**src/rtl/adder_subtractor.sv**
```systemverilog
// Registered WIDTH-bit adder/subtractor built from a ripple chain of full-adder cells.
// The result and the carry/borrow flag appear one clock after the operands are sampled.
module adder_subtractor #(
  parameter int unsigned WIDTH = 4
) (
  input  logic             clk,
  input  logic             rst,
  input  logic [WIDTH-1:0] a,
  input  logic [WIDTH-1:0] b,
  input  logic             sel,
  output logic [WIDTH-1:0] dout,
  output logic             carry_barrow
);

  logic [WIDTH-1:0] b_x;
  logic [WIDTH:0]   c;
  logic [WIDTH-1:0] dout_d, dout_q;
  logic             cb_d, cb_q;

  // Subtract is a + ~b + 1; a raw chain carry-out of 1 means "no borrow", so it is inverted when sel=1
  always_comb begin
    b_x    = b ^ {WIDTH{sel}};
    c      = '0;
    c[0]   = sel;
    dout_d = '0;
    for (int unsigned i = 0; i < WIDTH; i++) begin
      dout_d[i] = a[i] ^ b_x[i] ^ c[i];
      c[i+1]    = (a[i] & b_x[i]) | (c[i] & (a[i] ^ b_x[i]));
    end
    cb_d = c[WIDTH] ^ sel;
  end

  always_ff @(posedge clk) begin
    if (rst) begin
      dout_q <= '0;
      cb_q   <= 1'b0;
    end else begin
      dout_q <= dout_d;
      cb_q   <= cb_d;
    end
  end

  assign dout         = dout_q;
  assign carry_barrow = cb_q;

endmodule

```
**config.mk**
```make
export PLATFORM = sky130hd
export DESIGN_NAME = adder_subtractor
export DESIGN_NICKNAME = d
export VERILOG_FILES = /design/src/rtl/adder_subtractor.sv
export SDC_FILE = /design/constraint.sdc
export NUM_CORES = 1
export LEC_CHECK = 0
export BUFFER_PORTS_ARGS = -buffer_cell sky130_fd_sc_hd__buf_2
export CAP_MARGIN = 20
export CORE_AREA = 2 2 39 41
export CTS_CLUSTER_SIZE = 12
export DETAILED_ROUTE_END_ITERATION = 10
export DIE_AREA = 0 0 41 43
export SETUP_SLACK_MARGIN = 0.4
export SLEW_MARGIN = 20
export SYNTH_ARGS = -nofsm -noshare
export SYNTH_HDL_FRONTEND = slang
export SYNTH_SLANG_ARGS = --single-unit
```
**constraint.sdc**
```tcl
create_clock -name clk -period 2.4 [get_ports clk]
set_clock_uncertainty 0.1 [all_clocks]
set_input_delay 0.36 -clock clk [delete_from_list [all_inputs] [get_ports clk]]
set_output_delay 0.36 -clock clk [all_outputs]
set_load 0.01 [all_outputs]
```
**Word level (Yosys, flattened, before mapping)**

Cells that the tools add are included.

- Bitwise gates (word level): 22

Operators by type and width:

| cell | count |
|---|---|
| $xor 1x1->1 | 9 |
| $and 1x1->1 | 8 |
| $or 1x1->1 | 4 |
| $xor 4x4->4 | 1 |

- Bits in registers: 5
- Input port bits: 11
- Word-level logic and storage cells: 24

**Longest topological paths before layout**

- Depth after elaboration: 11
- Depth in mapped cells: 8

**Least setup slack after synthesis**

Ideal clock, no wire load.

- Path kind: in2reg
- Start: input port sel
- End: register cb_q (netlist: carry_barrow)
- Arrival: 1,795 ps
- Required time: 2,186 ps
- Path slack: 390 ps
- Stages on the path: 8
- Buffers on the path: 1
- Path through: buf_6 > xor2_1 > fa_1 > inv_1 > fa_1 > fa_1 > xor2_1 > nor2_1

- Word-level cells in the longest chain between the ends: 11

Ends and longest elaborated chain:

| item | RTL line | text |
|---|---|---|
| from (decl) | 10 | `input logic sel,` |
| $xor 4x4->4 | 22 | `b_x = b ^ {WIDTH{sel}};` |
| $xor 1x1->1 | 28 | `c[i+1] = (a[i] & b_x[i]) \| (c[i] & (a[i] ^ b_x[i]));` |
| $and 1x1->1 | 28 |  |
| $or 1x1->1 | 28 |  |
| $and 1x1->1 | 28 |  |
| $or 1x1->1 | 28 |  |
| $and 1x1->1 | 28 |  |
| $or 1x1->1 | 28 |  |
| $and 1x1->1 | 28 |  |
| $or 1x1->1 | 28 |  |
| $xor 1x1->1 (*) | 30 | `cb_d = c[WIDTH] ^ sel;` |
| to (signal assigned) | 36 | `cb_q <= 1'b0;` |
| to (signal assigned) | 39 | `cb_q <= cb_d;` |
| to (decl) | 18 | `logic cb_d, cb_q;` |

Mark *: on every way between the ends. The rest lies on a longest branch, timed or not.
A chain may end at the register's enable or synchronous reset.

**Worst setup path after layout**

Same ends and word-level chain as after synthesis.

==> flow_metrics.tcl <==
set metrics [dict create \
    place_congestion 0.551 \
    grt_max_degree 6 \
    groute.usage.overall_pct 5.85 \
    seqPwrFrac_pct 38.3 \
    crit_type "input pin to register" \
    final_cell_mix "15 x buf_2, 5 x dfxtp_1, 4 x nor2_1" \
    synth_cells 23 \
    postSynthRegisterBits 5 \
    hold_path.startpoint "rst" \
    die_width_um 41 \
    stdcell_count 57 \
    setup_viol 0 \
    syn_avg_cell_area_um2 11.3 \
    cts_resized 0 \
    io_buffers 15 \
    holdPathStages 2 \
    max_stage_delay_ns 0.39 \
    multiInputGateArea_um2 144 \
    crit_family "adder cells" \
    fin_ws_ns 0.551 \
    core_um2 1380 \
    cts_tree "done" \
    start_kind "input pin" \
    cts_htree_levels 1 \
    p_sw_share_pct 25.6 \
    worstPathArrival_ns 1.88 \
    fin_crit_sh_pct 77.0 \
    final.fill_count 146 \
    drt_iter0_markers 0 \
    hold_viol_final 0 \
    ios 16 \
    placed_area_um2 350 \
    cpMaxStageDelayCell "fa_1" \
    drc 0 \
    grt_pass1_vias 194 \
    synth_fa_ha_area_share_pct 23.2 \
    regArea_um2 100 \
    numCtsBuffers 3 \
    dr_total_vias 188 \
    finalNetCount 56 \
    ir_worst_vdd_v 0.000106 \
    p_int_uw 189 \
    slew_headroom_pct 86.9 \
    status "completed" \
    end_kind "register" \
    dp_hpwl_um 372 \
    clock-sinks 5 \
    cts.reportedPaths.clkPinSlew_ns 0.04 \
    antenna_found_initial 0 \
    fp-row-count 14 \
    cp_cell_sequence "buf_2 > xor2_2 > fa_1 > inv_1 > fa_1 > fa_1 > xor2_1 > nor2_1" \
    first_pass_iters 1 \
    die_y_um 43 \
    netlist.area_leader.share_pct 38.6 \
    grt_setup_unrepaired "false" \
    synth_top_family_by_area "adder cells" \
    switchingPower_uw 65.0 \
    crit_fanout 5 \
    cp.required_ns 2.43 \
    areaGrowthSynthToFinish_pct 45.4 \
    final.setup.tns_ns 0 \
    ys_types 9 \
    initial_core_util_pct 18.7 \
    synth_compound_area_share_pct 0 \
    ant_nets 0 \
    post_cts_buffers 0 \
    ys_warn_count 0 \
    pre_cts_slack_ns 0.299 \
    cap_violations 0 \
    synth_area_um2 259 \
    cts-root-buf "clkbuf_4" \
    antenna_cells 0 \
    post-route-min-period_ns 1.85 \
    synth.area.top_cells "dfxtp_1 39%, fa_1 23%, xnor2_1 10%" \
    crit_path_frequent_cell "fa_1" \
    worst_pin_slew_ns 0.195 \
    synthSimpleGateAreaFrac_pct 8.21 \
    wire_per_inst_um 7.56 \
    synth_mux_area_share_pct 4.35 \
    yosysTopAreaCell "dfxtp_1" \
    die-area_um2 1760 \
    finalInstanceArea_um2 377 \
    whs_ns 0.231 \
    cp_num_buf_inv 2 \
    comb_power_share_pct 24.3 \
    synth-xor-area-share_pct 16.9 \
    powerDensity_nw_per_um2 674 \
    p_leak_uw 0.000188 \
    fmax_ghz 0.541 \
    hold_end "dout[3]" \
    cts_hold_repair.buffers 0 \
    grt_pass1_wl_um 593 \
    layout-drive-gt1-share_pct 48.8 \
    layout_commonest_cell "buf_2" \
    holdCritPathClass "input pin to register" \
    yosysSeqAreaShare_pct 38.6 \
    syn_nets 37 \
    clk_path_buf_depth 2 \
    clock_power_share_pct 37.3 \
    wirelength_um 431 \
    gr-total-overflow 0 \
    dp.cells 53 \
    finalMaxSlewViolations 0 \
    vias_per_cell 3.30 \
]
==> kinds of logic after synthesis <==
logic type,count (synthesis)
adders and majority gates,3
buffers and inverters,4
and+or+nand+nor,5
xor gates and xnor gates,5
DFF,5
muxes,1
==> layer usage <==
| metal | GRT usage (%) | part of all wire, % | vias up |
|---|---|---|---|
| li1 | - | - | 100 |
| met1 | 4.25 | 29 | 78 |
| met2 | 8.44 | 58 | 10 |
| met3 | 0 | 12 | 0 |
| met4 | 12.0 | 0 | 0 |
| met5 | 0 | 0 | - |
==> cells in the mapped netlist <==
library cell / n
buf_6: 1
dfxtp_1: 5
fa_1: 3
inv_1: 3
mux2_2: 1
nor2_1: 4
nor2b_1: 1
xnor2_1: 3
xor2_1: 2
==> flip-flops by register name, summed over array words and instances (netlist names) <==
name,cells
carry_barrow,1
dout,4
==> worst max-delay path by stage <==
stage	startpoint	endpoint	slack (ns)	cells past startpoint
floorplan	sel	carry_barrow	0.42	8
global placement	sel	carry_barrow	0.30	8
detailed placement	sel	carry_barrow	0.30	8
CTS	sel	carry_barrow	0.54	8
global route	sel	carry_barrow	0.43	8
finish	sel	carry_barrow	0.55	8
==> power groups by stage <==
stage                     Sequential (uW)  Combinational [uW]  Clock (uW)
final                                97.4                61.8        94.7
after global routing                 98.3                70.3         101
after CTS                            97.7                62.8        99.7
after detailed placement             99.2                63.0           0
after global placement               98.7                60.9           0
after floorplan                       106                31.2           0
==> through the flow <==
step | total power [uW] | utilization [%]
finish | 254 | 27.2
floorplan | 137 | -
CTS | 260 | 27.2
detailed placement | 162 | 25.3
global route | 269 | 27.2
global placement | 160 | 25.3
==> cell type report <==
type / count / area share (%)
Clock buffer: 4 / 6.98
Inverter: 3 / 2.99
Multi-Input combinational cell: 14 / 38.2
Sequential cell: 5 / 26.6
Tap cell: 16 / 5.32
Timing Repair Buffer: 15 / 19.9
Note: power is estimated with default switching activity, not from simulation.
